### src/rtl/gzip_byte_serializer_if.sv
// Word-in / byte-out stream bundle between the output FIFO, the serializer and the sink.
// The serializer drives the master view; the environment uses the slave view.
interface gzip_byte_serializer_if #(
    parameter int unsigned BYTE_CNT_W = 32
);
    logic [34:0]           i_data;
    logic                  i_en;
    logic                  i_rdy;
    logic [7:0]            o_byte;
    logic                  o_valid;
    logic                  o_last;
    logic                  o_ready;
    logic [BYTE_CNT_W-1:0] frame_len;
    logic                  frame_done;

    modport master (
        input  i_data, i_en, o_ready,
        output i_rdy, o_byte, o_valid, o_last, frame_len, frame_done
    );

    modport slave (
        output i_data, i_en, o_ready,
        input  i_rdy, o_byte, o_valid, o_last, frame_len, frame_done
    );
endinterface

### src/rtl/gzip_byte_serializer.sv
// Serializes packed 1-4 byte words into a byte stream at one byte per cycle and
// reports the byte length of each completed gzip stream.
module gzip_byte_serializer #(
    parameter int unsigned BYTE_CNT_W = 32
) (
    input  logic                   clk,
    input  logic                   rstn,
    gzip_byte_serializer_if.master io
);

    typedef struct packed {
        logic        valid;
        logic        last;
        logic [1:0]  cnt;   // valid bytes minus one
        logic [31:0] data;
    } slot_t;

    slot_t                 cur_q, cur_d;
    slot_t                 pend_q, pend_d;
    slot_t                 in_slot;
    logic [1:0]            idx_q, idx_d;
    logic                  rdy_q, rdy_d;
    logic                  ovalid_q, ovalid_d;
    logic [7:0]            obyte_q, obyte_d;
    logic                  olast_q, olast_d;
    logic [BYTE_CNT_W-1:0] cnt_q, cnt_d;
    logic [BYTE_CNT_W-1:0] flen_q, flen_d;
    logic                  fdone_q, fdone_d;
    logic                  take;
    logic                  xfer;
    logic                  cur_free;
    logic                  took;

    assign in_slot = {1'b1, io.i_data};
    assign take    = io.i_en & rdy_q;
    assign xfer    = ovalid_q & io.o_ready;

    // State register
    always_ff @(posedge clk or negedge rstn) begin
        if (!rstn) begin
            cur_q    <= '0;
            pend_q   <= '0;
            idx_q    <= 2'd0;
            rdy_q    <= 1'b1;
            ovalid_q <= 1'b0;
            obyte_q  <= 8'd0;
            olast_q  <= 1'b0;
            cnt_q    <= '0;
            flen_q   <= '0;
            fdone_q  <= 1'b0;
        end else begin
            cur_q    <= cur_d;
            pend_q   <= pend_d;
            idx_q    <= idx_d;
            rdy_q    <= rdy_d;
            ovalid_q <= ovalid_d;
            obyte_q  <= obyte_d;
            olast_q  <= olast_d;
            cnt_q    <= cnt_d;
            flen_q   <= flen_d;
            fdone_q  <= fdone_d;
        end
    end

    // Slot update: drain, refill CUR from PEND or input, park input in PEND
    always_comb begin
        cur_d    = cur_q;
        pend_d   = pend_q;
        idx_d    = idx_q;
        cur_free = ~cur_q.valid;
        took     = 1'b0;
        cnt_d    = cnt_q;
        flen_d   = flen_q;
        fdone_d  = 1'b0;

        if (xfer) begin
            if (idx_q < cur_q.cnt) begin
                idx_d = idx_q + 2'd1;
            end else begin
                cur_free    = 1'b1;
                cur_d.valid = 1'b0;
            end
        end

        if (cur_free) begin
            if (pend_q.valid) begin
                cur_d        = pend_q;
                pend_d.valid = 1'b0;
                idx_d        = 2'd0;
            end else if (take) begin
                cur_d = in_slot;
                idx_d = 2'd0;
                took  = 1'b1;
            end
        end

        if (take && !took) begin
            pend_d = in_slot;
        end

        // Stream length accounting; a transfer carries one byte so no same-cycle restart
        if (xfer) begin
            if (olast_q) begin
                flen_d  = cnt_q + BYTE_CNT_W'(1);
                fdone_d = 1'b1;
                cnt_d   = '0;
            end else begin
                cnt_d = cnt_q + BYTE_CNT_W'(1);
            end
        end

        rdy_d    = ~pend_d.valid;
        ovalid_d = cur_d.valid;
        obyte_d  = cur_d.valid ? cur_d.data[{idx_d, 3'b000} +: 8] : 8'd0;
        olast_d  = cur_d.valid & cur_d.last & (idx_d == cur_d.cnt);
    end

    assign io.i_rdy      = rdy_q;
    assign io.o_valid    = ovalid_q;
    assign io.o_byte     = obyte_q;
    assign io.o_last     = olast_q;
    assign io.frame_len  = flen_q;
    assign io.frame_done = fdone_q;

endmodule

### src/flat_wrapper.sv
// flat-port wrapper written by rule: the top's interface ports become plain ports
module gzip_byte_serializer_flat 
#(
    parameter int unsigned BYTE_CNT_W = 32
)
  (clk, rstn, io_i_data, io_i_en, io_o_ready, io_i_rdy, io_o_byte, io_o_valid, io_o_last, io_frame_len, io_frame_done);
  gzip_byte_serializer_if #(.BYTE_CNT_W(BYTE_CNT_W)) io_i ();
  input  logic clk;
  input  logic rstn;
  input wire logic [$bits(io_i.i_data)-1:0] io_i_data;
  input wire logic [$bits(io_i.i_en)-1:0] io_i_en;
  input wire logic [$bits(io_i.o_ready)-1:0] io_o_ready;
  output wire logic [$bits(io_i.i_rdy)-1:0] io_i_rdy;
  output wire logic [$bits(io_i.o_byte)-1:0] io_o_byte;
  output wire logic [$bits(io_i.o_valid)-1:0] io_o_valid;
  output wire logic [$bits(io_i.o_last)-1:0] io_o_last;
  output wire logic [$bits(io_i.frame_len)-1:0] io_frame_len;
  output wire logic [$bits(io_i.frame_done)-1:0] io_frame_done;
  assign io_i.i_data = io_i_data;
  assign io_i.i_en = io_i_en;
  assign io_i.o_ready = io_o_ready;
  assign io_i_rdy = io_i.i_rdy;
  assign io_o_byte = io_i.o_byte;
  assign io_o_valid = io_i.o_valid;
  assign io_o_last = io_i.o_last;
  assign io_frame_len = io_i.frame_len;
  assign io_frame_done = io_i.frame_done;
  gzip_byte_serializer #(.BYTE_CNT_W(BYTE_CNT_W)) u_core (.clk(clk), .rstn(rstn), .io(io_i));
endmodule
### config.mk
export PLATFORM = sky130hd
export DESIGN_NAME = gzip_byte_serializer_flat
export DESIGN_NICKNAME = d
export VERILOG_FILES = /design/src/rtl/gzip_byte_serializer_if.sv /design/src/rtl/gzip_byte_serializer.sv /design/src/flat_wrapper.sv
export SDC_FILE = /design/constraint.sdc
export NUM_CORES = 1
export LEC_CHECK = 0
export CORE_MARGIN = 5
export CORE_UTILIZATION = 51
export DETAILED_ROUTE_END_ITERATION = 16
export GPL_ROUTABILITY_DRIVEN = 0
export PLACE_DENSITY = 0.8
export SLEW_MARGIN = 30
export SYNTH_ARGS = -nofsm -noshare
export SYNTH_HDL_FRONTEND = slang
export SYNTH_SLANG_ARGS = --single-unit
export TNS_END_PERCENT = 100
### constraint.sdc
create_clock -name clk -period 2.4 [get_ports clk]
set_input_delay 0.48 -clock clk [delete_from_list [all_inputs] [get_ports clk]]
set_output_delay 0.48 -clock clk [all_outputs]
set_load 0.01 [all_outputs]
==> results of run 1 <==
layer usage:
layer / up-vias / track usage (%) / routed length [um]
met1: 3106 / 30.1 / 7800
met2: 239 / 36.6 / 9190
met4: 0 / 8.65 / 488
met3: 36 / 5.16 / 1190
li1: 3005 / - / -
met5: - / 0 / 0
power by group through the flow:
stage / registers [mW] / logic [mW] / clock network (mW)
after global routing: 4.03 / 6.73 / 3.04
after detailed placement: 3.94 / 5.88 / 0
after global placement: 3.92 / 5.70 / 0
after floorplan: 3.81 / 3.65 / 0
final: 3.95 / 6.18 / 2.88
after CTS: 3.91 / 5.92 / 2.93
worst paths after layout:
kind / from / end / depth (start not counted)
worst min-delay path: u_core.io.frame_len[6]$_DFFE_PN0P_ / u_core.io.frame_len[6]$_DFFE_PN0P_ / 2
worst max register to register: u_core.cur_q[33]$_DFF_PN0_ / u_core.io.o_byte[3]$_DFF_PN0_ / 10
worst max-delay path: u_core.cur_q[33]$_DFF_PN0_ / u_core.io.o_byte[3]$_DFF_PN0_ / 10
worst min register to register: u_core.io.frame_len[6]$_DFFE_PN0P_ / u_core.io.frame_len[6]$_DFFE_PN0P_ / 2
min in group asynchronous: rstn / u_core.pend_q[19]$_DFFE_PN0P_ / 2
max in group asynchronous: rstn / u_core.cnt_q[18]$_DFFE_PN0N_ / 3
cell families after synthesis:
logic type,count (synthesis)
buffers and inverters,82
AND/OR/NAND/NOR,248
XOR/XNOR,33
multiplexers,36
flip-flops,149
AO/OA/AOI/OAI,227
adder cells (fa/ha/maj),2
layout make-up:
cell class,instances,area share [%]
Clock inverter,11,1.80
Clock buffer,21,4.94
Multi-Input combinational cell,546,35.1
Tap cell,184,2.42
Inverter,24,0.947
Timing Repair Buffer,150,15.6
Sequential cell,149,39.2
worst reg2reg max path: stages, from the launching register on:
cell and delay (ps):
dfrtp_1 360, inv_1 70, ha_1 300, nand2_1 110
o21ai_4 330, buf_4 210, buf_12 170, a21oi_1 80
o221ai_1 240, o22ai_1 130, a22o_1 190
state kept, by name (all words and copies together) (netlist names):
register              cells
u_core.cnt_q             32
u_core.cur_q             36
u_core.idx_q              2
u_core.io.frame_done      1
u_core.io.frame_len      32
u_core.io.i_rdy           1
u_core.io.o_byte          8
u_core.io.o_last          1
u_core.pend_q            36
timing repair:
action,4_1_cts,5_1_grt
endpoints found under the hold margin,35,0
setup endpoints to repair,0,5
hold buffers,1,0
gates resized for setup,0,6
setup buffers,0,3
cell usage in the layout (no fill, tap or decap), types with 12 or more instances in the layout:
cell	synthesis	final
o22ai_1	32	31
nand3_1	13	12
clkbuf_16	0	17
a21oi_1	42	42
mux2_2	36	36
xnor2_1	16	16
inv_1	24	24
xor2_1	17	17
nand2_1	64	63
nor2_1	116	116
o21ai_0	70	70
o221ai_1	32	31
buf_4	0	53
clkdlybuf4s50_1	0	81
dfrtp_1	148	148
o31ai_1	20	20
nand2b_1	18	18
==> impl_summary.txt, run 1 <==
----------------------------------------------------
[Run status]
  Status ... complete, no violations

[Synth]
  Synth Flop Type ... dfrtp_1
  Post-synth design cell area ... 7400 um^2
  Number of library cell types mapped by synthesis ... 50
  Share of Yosys cell area claimed by the top area cell type ... 50.1%
  Synth Warn # ... 0
  Cells after Synth ... 777
  Number of synthesized flops with an enable pin ... 0
  Area share of fa/ha/maj cells after synthesis ... 0.338%
  Average cell area after synthesis ... 9.52 um^2
  Share of flip-flops with an asynchronous set or reset ... 100%
  Most repeated cell in the gate-level netlist after synthesis ... dfrtp_1
  Multiplexer area fraction after synthesis ... 5.48%
  Commonest cells in the netlist ... dfrtp_1, nor2_1, o21ai_0
  Most area-consuming cells after synthesis ... dfrtp_1, nor2_1, mux2_2
  Number of nets in the synthesized netlist ... 818
  Post-synthesis simple-gate area fraction ... 15.4%
  Post-synthesis register bit count ... 149
  Share of the synthesized netlist area taken by xor and xnor gates ... 3.91%
  Leading area contributor after synthesis ... dfrtp_1
  Part of the Yosys area used for sequential elements ... 50.4%
  Compound-Gate Fraction of Synth Area ... 19.3%
  Main combinational cell family by area after synthesis ... compound AO/OA/AOI/OAI gates

[Detailed routing]
  Number of remaining DRC errors ... 0
  Average routed wire per standard cell ... 17.2 um
  Pre-antenna DRT Iters ... 5
  Routed wire length ... 18.7 mm
  Number of DRC violations after detailed-routing iteration 0 ... 606
  Count of antenna-violating nets left after detailed routing ... 0
  Via count normalized by instance count ... 5.89
  Total via count in the routed design ... 6386

[Floorplan]
  Standard-cell rows ... 44
  Die height ... 130 um
  Horiz. Die Dim ... 130 um
  IO Pins ... 83
  Overall die area ... 17000 um^2
  Initial standard-cell utilization of the core ... 51.5%
  Area inside the core boundary ... 14400 um^2

[Finish]
  Multi-input logic area ... 3340 um^2
  Register cell area after layout ... 3730 um^2
  Final cell count without fillers ... 1085
  Utilization of the core after routing ... 66.2%
  Number of filler instances in the final layout ... 1131
  Final instance area ... 9520 um^2
  Net count, final ... 929
  Area Overhead vs Synth ... 28.6%
  Layout cells sized above 1 ... 16.8%
  Number of inserted diodes ... 0

[Critical path]
  Slowest cell on the critical path ... dfrtp_1
  Worst-path maximum fanout ... 26
  Critical path buffer and inverter count ... 3
  Arr. time, crit path ... 2600 ps
  Kind of launch point of the worst setup path ... flip-flop
  Data required time at the worst endpoint ... 2720 ps
  Worst setup path class ... reg -> reg
  Worst reg-to-reg setup slack ... 110 ps
  CP cell instances ... inv_1 -> ha_1 -> nand2_1 -> o21ai_4 -> buf_4 -> buf_12 -> a21oi_1 -> o221ai_1 -> o22ai_1 -> a22o_1
  Highest cell delay on the worst timing path ... 360 ps
  Top delay family on crit path ... compound AO/OA/AOI/OAI gates
  Critical Path End Type ... flip-flop

[CTS]
  Clock Tree Buf Depth ... 2
  Clk_lat worst skew ... 430 ps
  Maximum level of the CTS H-tree ... 4
  Num Clock Sinks ... 149
  TritonCTS clock tree ... done
  Buffer type at the clock tree root ... clkbuf_16
  Clock buffers created by TritonCTS ... 17
  Clock transition at the register clock pins on the worst setup and hold paths after CTS ... 60 ps

[GRT]
  Antenna violations before repair ... 0
  Maximum number of pins on one net before global-route repair ... 59
  Global route overflow ... 0
  Via count of the first global-routing pass ... 6212
  Total routing resource utilization after global routing ... 22.7%
  Global-route wire length before repair ... 30.8 mm

[Timing]
  Fraction of the cycle the final worst path needs ... 95.3%
  Final worst slack ... 112 ps
  Crit path time final ... 2290 ps
  Achievable clock frequency ... 437 MHz
  Final slew viol count ... 0
  Final setup violation count ... 0
  Minimum hold slack ... 477 ps
  Relative max-transition margin ... 46.6%
  Actual transition at the worst max-transition pin ... 794 ps
  Clock skew after layout ... 7.75 ps
  Final number of hold-violating endpoints ... 0
  Post-Route Setup TNS ... 0 ps

[Pwr]
  Static leakage ... 4.08 nW
  Total power ... 13.0 mW
  Net switching power of the design ... 4.84 mW
  Logic pwr share ... 47.5%
  Internal Dissipation ... 8.18 mW
  Switching Fraction ... 37.2%
  Cell area power density ... 1370 nW/um^2
  Clock group share of total power ... 22.2%
  Worst IR Drop VDD ... 0.852 mV
  Sequential cell fraction of total power ... 30.4%

[Placed design]
  Quantity of I/O buffers inserted on ports ... 82
  HPWL after detailed placement ... 12.6 mm
  Post-detailed-placement cell area ... 8800 um^2
  Setup WS pre-CTS ... -158 ps
  Post-Place Cells ... 1049

[Job]
  Count of max-cap constraint violations ... 0

[Worst hold path]
  Hold crit path type ... reg -> reg

----------------------------------------------------
(Power assumes the default switching activity.)
==> inputs of run 2 (changes only) <==
--- a/config.mk
+++ b/config.mk
@@ -7,2 +7,3 @@
 export LEC_CHECK = 0
+export CORE_ASPECT_RATIO = 0.6
 export CORE_MARGIN = 5
@@ -11,3 +12,3 @@
 export GPL_ROUTABILITY_DRIVEN = 0
-export PLACE_DENSITY = 0.8
+export PLACE_DENSITY = 0.74
 export SLEW_MARGIN = 30
==> constraint.sdc (replaced) <==
create_clock -name clk -period 2.4 [get_ports clk]
set_input_delay 0.36 -clock clk [delete_from_list [all_inputs] [get_ports clk]]
set_output_delay 0.36 -clock clk [all_outputs]
set_load 0.01 [all_outputs]
==> run 2 against run 1 <==
Sequential share of layout area increased by 0.38 points. Register-to-register slack got worse by 40 ps. Critical path depth decreased by 4. First-iteration DRC count decreased by 4.5%. Critical endpoint is now u_core.io.frame_len[25]$_DFFE_PN0P_. Largest cell class unchanged.
==> impl_summary.txt, run 2 (synthesis gave the netlist of run 1 again) <==
----------------------------------------------------
[Detailed routing]
  Number of DRC violations after detailed-routing iteration 0 ... 579 (-4.5%)
  Routed wire length ... 20.2 mm (+8.0%)
  Pre-antenna DRT Iters ... 5 (unchanged)
  Number of remaining DRC errors ... 0 (unchanged)
  Count of antenna-violating nets left after detailed routing ... 0 (unchanged)
  Total via count in the routed design ... 6404 (+0.28%)
  Average routed wire per standard cell ... 18.6 um (+8.1%)
  Via count normalized by instance count ... 5.91 (+0.37%)

[Critical path]
  Slowest cell on the critical path ... or4b_4
  CP cell instances ... and3_1 -> or4b_4 -> nor3_1 -> nand3_1 -> xor2_1 -> o21ai_0
  Critical path buffer and inverter count ... 0 (-3)
  Worst-path maximum fanout ... 7 (-73%)
  Arr. time, crit path ... 2670 ps (+70 ps)
  Worst setup path class ... reg -> reg
  Kind of launch point of the worst setup path ... flip-flop
  Top delay family on crit path ... simple AND/OR/NAND/NOR gates
  Highest cell delay on the worst timing path ... 550 ps (+190 ps)
  Critical Path End Type ... flip-flop
  Data required time at the worst endpoint ... 2740 ps (+20 ps)

[Timing]
  Relative max-transition margin ... 58.0% (+11 points)
  Achievable clock frequency ... 429 MHz (-1.7%)
  Unrepaired setup endpoints after global routing ... false
  Crit path time final ... 2330 ps (+40.5 ps)
  Final slew viol count ... 0 (unchanged)
  Final setup violation count ... 0 (unchanged)
  Clock skew after layout ... 14.6 ps (+6.83 ps)
  Actual transition at the worst max-transition pin ... 628 ps (-165 ps)
  Final number of hold-violating endpoints ... 0 (unchanged)
  Fraction of the cycle the final worst path needs ... 97.0% (+1.7 points)
  Post-Route Setup TNS ... 0 ps (unchanged)

[Pwr]
  Internal Dissipation ... 8.08 mW (-1.3%)
  Logic pwr share ... 47.8% (+0.3 points)
  Clock group share of total power ... 22.3% (about the same)
  Switching Fraction ... 38.7% (+1.6 points)
  Static leakage ... 3.99 nW (-2.2%)
  Sequential cell fraction of total power ... 29.9% (-0.5 points)
  Net switching power of the design ... 5.11 mW (+5.6%)
  Total power ... 13.2 mW (+1.3%)
  Cell area power density ... 1400 nW/um^2 (+2.2%)
  Worst IR Drop VDD ... 0.827 mV (-2.9%)

[Finish]
  Largest registers ranked by flip-flop count ... u_core.cur_q (36), u_core.pend_q (36)
  Number of inserted diodes ... 0 (unchanged)
  Final cell count without fillers ... 1084 (-0.092%)
  Area Overhead vs Synth ... 27.4%
  Register cell area after layout ... 3730 um^2 (about the same)
  Net count, final ... 914 (-1.6%)
  Number of filler instances in the final layout ... 1137 (+0.53%)
  Layout cells sized above 1 ... 16.4% (-0.39 points)
  Leading cell type in the layout, fill and taps excluded ... dfrtp_1
  Most frequent cells in the layout ... dfrtp_1, nor2_1, clkdlybuf4s50_1, o21ai_0, nand2_1
  Multi-input logic area ... 3370 um^2 (+1.0%)

[Floorplan]
  Horiz. Die Dim ... 166 um (+27%)
  Standard-cell rows ... 34 (-23%)
  Overall die area ... 17100 um^2 (+0.46%)
  Initial standard-cell utilization of the core ... 51.6% (+0.12 points)
  IO Pins ... 83 (unchanged)
  Area inside the core boundary ... 14300 um^2 (-0.23%)
  Die height ... 103 um (-21%)

[CTS]
  Buffer type at the clock tree root ... clkbuf_16
  Clk_lat worst skew ... 430 ps (about the same)
  Clock buffers created by TritonCTS ... 17 (unchanged)
  Num Clock Sinks ... 149 (unchanged)
  Clock Tree Buf Depth ... 2 (unchanged)
  Maximum level of the CTS H-tree ... 4 (unchanged)
  TritonCTS clock tree ... done
  Clock transition at the register clock pins on the worst setup and hold paths after CTS ... 60 ps (about the same)

[Placed design]
  Quantity of I/O buffers inserted on ports ... 82 (unchanged)
  Post-Place Cells ... 1050 (+0.095%)
  HPWL after detailed placement ... 13.3 mm (+5.6%)

[GRT]
  Via count of the first global-routing pass ... 6245 (+0.53%)
  Total routing resource utilization after global routing ... 23.9% (+1.2 points)
  Global route overflow ... 0 (unchanged)
  Maximum number of pins on one net before global-route repair ... 56 (-5.1%)
  Global-route wire length before repair ... 32.1 mm (+4.3%)
  Antenna violations before repair ... 0 (unchanged)

[Job]
  Count of max-cap constraint violations ... 0 (unchanged)

[Worst hold path]
  Hold crit path type ... in -> async

[Run status]
  Status ... complete, no violations

----------------------------------------------------
==> run 2: power by group through the flow <==
stage | combinational [mW] | sequential, mW | clock, mW
2_1_floorplan | 3.65 | 3.81 | 0
3_3_place_gp | 5.58 | 3.89 | 0
3_5_place_dp | 5.85 | 3.93 | 0
4_1_cts | 5.96 | 3.90 | 2.98
5_1_grt | 6.80 | 4.01 | 3.09
6_report | 6.30 | 3.94 | 2.94
==> run 2: through the flow <==
| stage | hold slack, ps | instance area (um^2) | setup WS (ps) | util, % |
|---|---|---|---|---|
| 6_report | 442 | 9430 | 71.5 | 65.8 |
| 5_1_grt | 493 | 9430 | 12.1 | 65.8 |
| 4_1_cts | 456 | 9350 | 0.569 | 65.2 |
| 3_5_place_dp | 337 | 8690 | -186 | 60.6 |
| 3_3_place_gp | 330 | 8690 | -79.1 | 60.6 |
| 2_1_floorplan | 64.4 | 7400 | 193 | - |
==> run 2: what timing repair did <==
| action | 4_1_cts | 5_1_grt |
|---|---|---|
| setup endpoints to repair | 0 | 11 |
| hold buffers | 1 | 0 |
| resized for setup | 0 | 18 |
| buffers inserted | 0 | 1 |
| endpoints found under the hold margin | 47 | 0 |
==> run 2: metal layers <==
metal  part of all wire (%)  track usage (%)
met5                      0                0
met4                   0.99             7.98
met3                    6.7             3.56
met2                     45             36.1
met1                     47             35.8
==> run 2: worst paths after layout <==
path	cells past startpoint	from	end	slack [ps]
setup / recovery	6	u_core.cnt_q[11]$_DFFE_PN0N_	u_core.io.frame_len[25]$_DFFE_PN0P_	70
hold / removal	2	rstn	u_core.pend_q[13]$_DFFE_PN0P_	440
setup reg to reg	6	u_core.cnt_q[11]$_DFFE_PN0N_	u_core.io.frame_len[25]$_DFFE_PN0P_	70
hold reg to reg	2	u_core.io.frame_len[0]$_DFFE_PN0P_	u_core.io.frame_len[0]$_DFFE_PN0P_	480
max in group asynchronous	3	rstn	u_core.cnt_q[31]$_DFFE_PN0N_	1210
min in group clk	2	u_core.io.frame_len[0]$_DFFE_PN0P_	u_core.io.frame_len[0]$_DFFE_PN0P_	480
==> run 2: cell type report <==
class                           count  share of cell area, %
Sequential cell                   149                   39.6
Multi-Input combinational cell    546                   35.8
Timing Repair Buffer              135                   14.2
Clock buffer                       20                   4.74
Tap cell                          198                   2.63
Clock inverter                     12                   2.12
Inverter                           24                  0.955
==> RTL edit 1, RTL diff (settings of run 1) <==
`BYTE_CNT_W` is set to 32 in 3 places; all go to 48.
--- a/src/rtl/gzip_byte_serializer_if.sv
+++ b/src/rtl/gzip_byte_serializer_if.sv
@@ -2,5 +2,5 @@
 // The serializer drives the master view; the environment uses the slave view.
 interface gzip_byte_serializer_if #(
-    parameter int unsigned BYTE_CNT_W = 32
+    parameter int unsigned BYTE_CNT_W = 48
 );
     logic [34:0]           i_data;
--- a/src/rtl/gzip_byte_serializer.sv
+++ b/src/rtl/gzip_byte_serializer.sv
@@ -2,5 +2,5 @@
 // reports the byte length of each completed gzip stream.
 module gzip_byte_serializer #(
-    parameter int unsigned BYTE_CNT_W = 32
+    parameter int unsigned BYTE_CNT_W = 48
 ) (
     input  logic                   clk,
--- a/src/flat_wrapper.sv
+++ b/src/flat_wrapper.sv
@@ -2,5 +2,5 @@
 module gzip_byte_serializer_flat 
 #(
-    parameter int unsigned BYTE_CNT_W = 32
+    parameter int unsigned BYTE_CNT_W = 48
 )
   (clk, rstn, io_i_data, io_i_en, io_o_ready, io_i_rdy, io_o_byte, io_o_valid, io_o_last, io_frame_len, io_frame_done);
Interface: changed (resized io_frame_len); port bits go from 83 to 99. The function was not compared with the original's and may differ.
==> RTL edit 1 against run 1 <==
Power decreased by 1.3%; synthesized area rose by 21%; global-route usage shrank 0.23 points; sequential cell count up 32; sequential power up 11%; routed wire length grew 18%; final area grew 16%; count of clock-buffer cells in the layout is 2 higher; setup slack improved by 0.043 ns; critical path depth down 1; highest routed layer unchanged.
==> RTL edit 1: results <==
{
  "critPathKind": "register to register",
  "route.layer.met1.wl_microns": 9120,
  "routed_wirelength_microns": 22000,
  "r2r_start": "u_core.cur_q[33]$_DFF_PN0_",
  "place.port_buffers": 98,
  "clk_transition_reported_paths_ns": 0.07,
  "detail_route.iter0.violations": 523,
  "critical_path.max_fanout": 28,
  "outcome": "completed",
  "hold_path_startpoint": "u_core.io.frame_len[35]$_DFFE_PN0P_",
  "post_cts.repair.setup_buffers": 0,
  "met2_wirelength_microns": 11200,
  "maxSlewViolCount": 0,
  "post_dp_cell_area_sq_um": 10500,
  "crit_slowest_cell": "sky130_fd_sc_hd__mux2_2",
  "total_leakage_power_nw": 4.65,
  "path_delay_family": "buffers and inverters",
  "grt_use_total_pct": 22.5,
  "ys_seq_area_share_pct": 50.5,
  "ff2ff_setup_slack_ns": 0.16,
  "synth.top_cells.by_area": "sky130_fd_sc_hd__dfrtp_1, sky130_fd_sc_hd__o21ai_0, sky130_fd_sc_hd__mux2_2",
  "vias_per_cell": 5.90,
  "cp_peak_stage_delay_ns": 0.36,
  "timing.clock.skew_ns": 0.00841,
  "final_net_count": 1045,
  "synth_ff_type": "sky130_fd_sc_hd__dfrtp_1",
  "detailed_place_hpwl_microns": 14600,
  "global_route_wire_length_before_repair_microns": 37000,
  "drt_first_pass_iters": 5,
  "cts_num_sinks": 181,
  "insertedDiodeCount": 0,
  "drcViolationCount": 0,
  "netlist-cell-type-count": 51,
  "fillers": 1397,
  "post-route-min-period_ns": 2.24,
  "tightest_slew_ns": 0.762,
  "grt_start_max_net_pins": 95,
  "highest-signal-layer": "met4",
  "grt_use_met2_pct": 38.2,
  "vdd_drop_max_v": 0.00111,
  "critical_path_arrival_ns": 2.56,
  "clock_latency_ns": 0.43,
  "wl_met3_microns": 1050,
  "grt_pass1_vias": 7409,
  "pre_cts_ws_ns": -0.250,
  "global_route.usage.met1_pct": 28.4,
  "hp-class": "register to register",
  "grt.met3_usage_pct": 4.67,
  "cts_max_path_buffers": 2,
  "postSynthNetCount": 946,
  "ys.warnings.count": 0,
  "drive_gt1_share_pct": 17.1,
  "synth_top_cells_by_count": "sky130_fd_sc_hd__dfrtp_1, sky130_fd_sc_hd__o21ai_0, sky130_fd_sc_hd__nand2_1, sky130_fd_sc_hd__nor2_1, sky130_fd_sc_hd__clkbuf_1",
  "cts.root.buffer_cell": "sky130_fd_sc_hd__clkbuf_16"
}
[RTL edit 1: final cells by class]
| type | instances | area share [%] |
|---|---|---|
| well taps | 225 | 2.55 |
| flip-flops and latches | 181 | 41.0 |
| multi-input cells | 648 | 37.5 |
| clock inverters | 9 | 0.634 |
| inverters | 4 | 0.136 |
| repair buffers | 152 | 13.9 |
| clock buffers | 23 | 4.23 |
[RTL edit 1: final timing paths]
| kind | cells after the start | end |
|---|---|---|
| min in group asynchronous | 2 | u_core.io.frame_len[12]$_DFFE_PN0P_ |
| setup reg to reg | 9 | u_core.pend_q[21]$_DFFE_PN0P_ |
| hold / removal | 2 | u_core.io.frame_len[35]$_DFFE_PN0P_ |
| setup / recovery | 9 | u_core.pend_q[21]$_DFFE_PN0P_ |
| hold reg to reg | 2 | u_core.io.frame_len[35]$_DFFE_PN0P_ |
| max in group asynchronous | 3 | u_core.io.o_last$_DFF_PN0_ |
[RTL edit 1: worst register-to-register path: stages, from the launching register on]
cell and delay (ns):
sky130_fd_sc_hd__dfrtp_1 0.35, sky130_fd_sc_hd__inv_1 0.07, sky130_fd_sc_hd__ha_1 0.32, sky130_fd_sc_hd__nand2_1 0.09, sky130_fd_sc_hd__o21a_1 0.20, sky130_fd_sc_hd__buf_4 0.17, sky130_fd_sc_hd__buf_12 0.15, sky130_fd_sc_hd__o21ai_2 0.18
sky130_fd_sc_hd__buf_12 0.22, sky130_fd_sc_hd__mux2_2 0.38
[RTL edit 1: metrics by stage]
step / utilization (%) / hold slack (ns) / TNS [ns] / power [mW] / std cells
finish: 63.9 / 0.478 / 0 / 12.8 / 1242
floorplan: - / 0.184 / 0 / 7.98 / 905
global placement: 60.6 / 0.435 / -8.42 / 10.0 / 1209
detailed placement: 60.6 / 0.437 / -9.42 / 10.2 / 1209
global route: 63.9 / 0.511 / 0 / 13.6 / 1242
CTS: 63.8 / 0.485 / 0 / 12.8 / 1242
[RTL edit 1: cells by family (layout without fill, tap and decap cells)]
kind of cell / after synthesis / count (layout) / synth area share, %
simple gates: 291 / 291 / 16.4
buf+inv: 76 / 188 / 3.66
xor+xnor: 49 / 49 / 4.79
mux: 52 / 52 / 6.31
fa+ha+maj: 2 / 2 / 0.279
flops: 181 / 181 / 50.5
compound gates: 254 / 254 / 18.1
[RTL edit 1: repair_timing]
action,4_1_cts,5_1_grt
gates resized for setup,0,4
endpoints found under the hold margin,38,0
endpoints found under the setup margin,0,6
hold buffers,1,0
[RTL edit 1: where the power goes]
part / leakage [nW] / internal [mW] / switching, mW
Combinational: 2.05 / 2.87 / 2.99
Sequential: 2.35 / 3.90 / 0.501
Clock: 0.251 / 1.39 / 1.19
Total: 4.65 / 8.16 / 4.68
==> RTL edit 2, RTL diff (settings of run 1) <==
Without the edit above. `obyte_q` no longer has a reset.
--- a/src/rtl/gzip_byte_serializer.sv
+++ b/src/rtl/gzip_byte_serializer.sv
@@ -44,5 +44,4 @@
             rdy_q    <= 1'b1;
             ovalid_q <= 1'b0;
-            obyte_q  <= 8'd0;
             olast_q  <= 1'b0;
             cnt_q    <= '0;
@@ -55,5 +54,4 @@
             rdy_q    <= rdy_d;
             ovalid_q <= ovalid_d;
-            obyte_q  <= obyte_d;
             olast_q  <= olast_d;
             cnt_q    <= cnt_d;
@@ -61,4 +59,8 @@
             fdone_q  <= fdone_d;
         end
+    end
+
+    always_ff @(posedge clk) begin
+        obyte_q <= obyte_d;
     end
 
Formal check against the unedited RTL: not equivalent (Yosys sat finds a counterexample within 4 cycles, from zero or initial values and one cycle with rstn low).
==> RTL edit 2 against run 1 <==
Power fell by 5.5%; final area is 3.4% lower; combinational power shrank 11%; setup slack lost 0.0033 ns; synthesized area down 2.3%; routed wire length fell by 5.4%; die area shrank 2.1%; largest power group unchanged; highest routed layer unchanged; sequential cell count unchanged.
==> RTL edit 2: results <==
{
  "mappedNetlistArea_sq_um": 7230,
  "netlist-cell-type-count": 56,
  "clockNetworkAreaShare_pct": 6.92,
  "r2r_end": "u_core.io.o_byte[5]$_SDFF_PN0_",
  "route.layer.met1.wl_microns": 7530,
  "critical_path_arrival_ns": 2.60,
  "global_route.usage.met1_pct": 28.6,
  "grt_use_total_pct": 22.2,
  "drt_first_pass_iters": 6,
  "grt_pass1_vias": 6026,
  "nClkBuffers": 23,
  "synth.top_cells.by_area": "sky130_fd_sc_hd__dfrtp_1, sky130_fd_sc_hd__mux2_2, sky130_fd_sc_hd__nor2_1",
  "vdd_drop_max_v": 0.000932,
  "timing.clock.skew_ns": 0.00666,
  "holdPathEnd": "u_core.io.frame_len[15]$_DFFE_PN0P_",
  "outcome": "completed",
  "num-nonclk-buffers": 128,
  "detailed_place_hpwl_microns": 11900,
  "grt_use_met2_pct": 37.2,
  "nMultiInputCombCells": 488,
  "vias_per_cell": 5.87,
  "antenna_found_initial": 0,
  "fillers": 1030,
  "signal_buffer_area_fraction_pct": 14.0,
  "wl_met3_microns": 988,
  "critical_path.max_fanout": 17,
  "tightest_slew_ns": 0.477,
  "grt_start_max_net_pins": 65,
  "hold_path_startpoint": "u_core.io.frame_len[15]$_DFFE_PN0P_",
  "cts_max_path_buffers": 2,
  "synth_top_cells_by_count": "sky130_fd_sc_hd__dfrtp_1, sky130_fd_sc_hd__nor2_1, sky130_fd_sc_hd__nand2_1",
  "grt.met3_usage_pct": 5.03,
  "detail_route.iter0.violations": 518,
  "ys_seq_area_share_pct": 51.0,
  "async_reset_ff_share_pct": 94.6,
  "multiInputGateArea_sq_um": 3210,
  "total_leakage_power_nw": 3.84,
  "nonClockInverterCount": 36,
  "drive_gt1_share_pct": 16.3
}
[RTL edit 2: through the flow]
| step | setup WS, ns | hold WS (ns) | power [mW] | cell area [sq um] | std cells |
|---|---|---|---|---|---|
| global route | 0.00448 | 0.497 | 13.0 | 9190 | 1013 |
| CTS | 0.0295 | 0.483 | 12.2 | 9160 | 1013 |
| finish | 0.109 | 0.472 | 12.3 | 9190 | 1013 |
| global placement | -0.150 | 0.390 | 9.01 | 8520 | 980 |
| detailed placement | -0.257 | 0.398 | 9.34 | 8520 | 980 |
| floorplan | 0.169 | 0.184 | 7.22 | 7230 | 729 |
[RTL edit 2: logic make-up after synthesis]
family                   count (synthesis)  synth area share, %
AO/OA/AOI/OAI                          197                 18.6
AND/OR/NAND/NOR                        209                 13.6
adder cells (fa/ha/maj)                  2                0.346
buffers and inverters                   92                 5.14
multiplexers                            47                 7.27
XOR/XNOR                                33                 4.00
flip-flops                             149                 51.0
[RTL edit 2: worst max-delay path, stage by stage, from the launching register on]
cell and delay [ns]:
sky130_fd_sc_hd__dfrtp_1 0.38, sky130_fd_sc_hd__inv_1 0.11, sky130_fd_sc_hd__ha_4 0.22, sky130_fd_sc_hd__nor4b_4 0.32, sky130_fd_sc_hd__xnor2_1 0.12, sky130_fd_sc_hd__or2_1 0.28
sky130_fd_sc_hd__inv_4 0.17, sky130_fd_sc_hd__mux2_2 0.37, sky130_fd_sc_hd__a32o_1 0.20
[RTL edit 2: report_power, final]
group	internal (mW)	switching, mW
Combinational	2.69	2.82
Clock	1.84	1.02
Sequential	3.38	0.542
[RTL edit 2: timing repair]
item                                   4_1_cts  5_1_grt
gates resized for setup                      0        4
endpoints found under the hold margin       32        0
setup endpoints to repair                    0        9
hold buffers                                 1        0
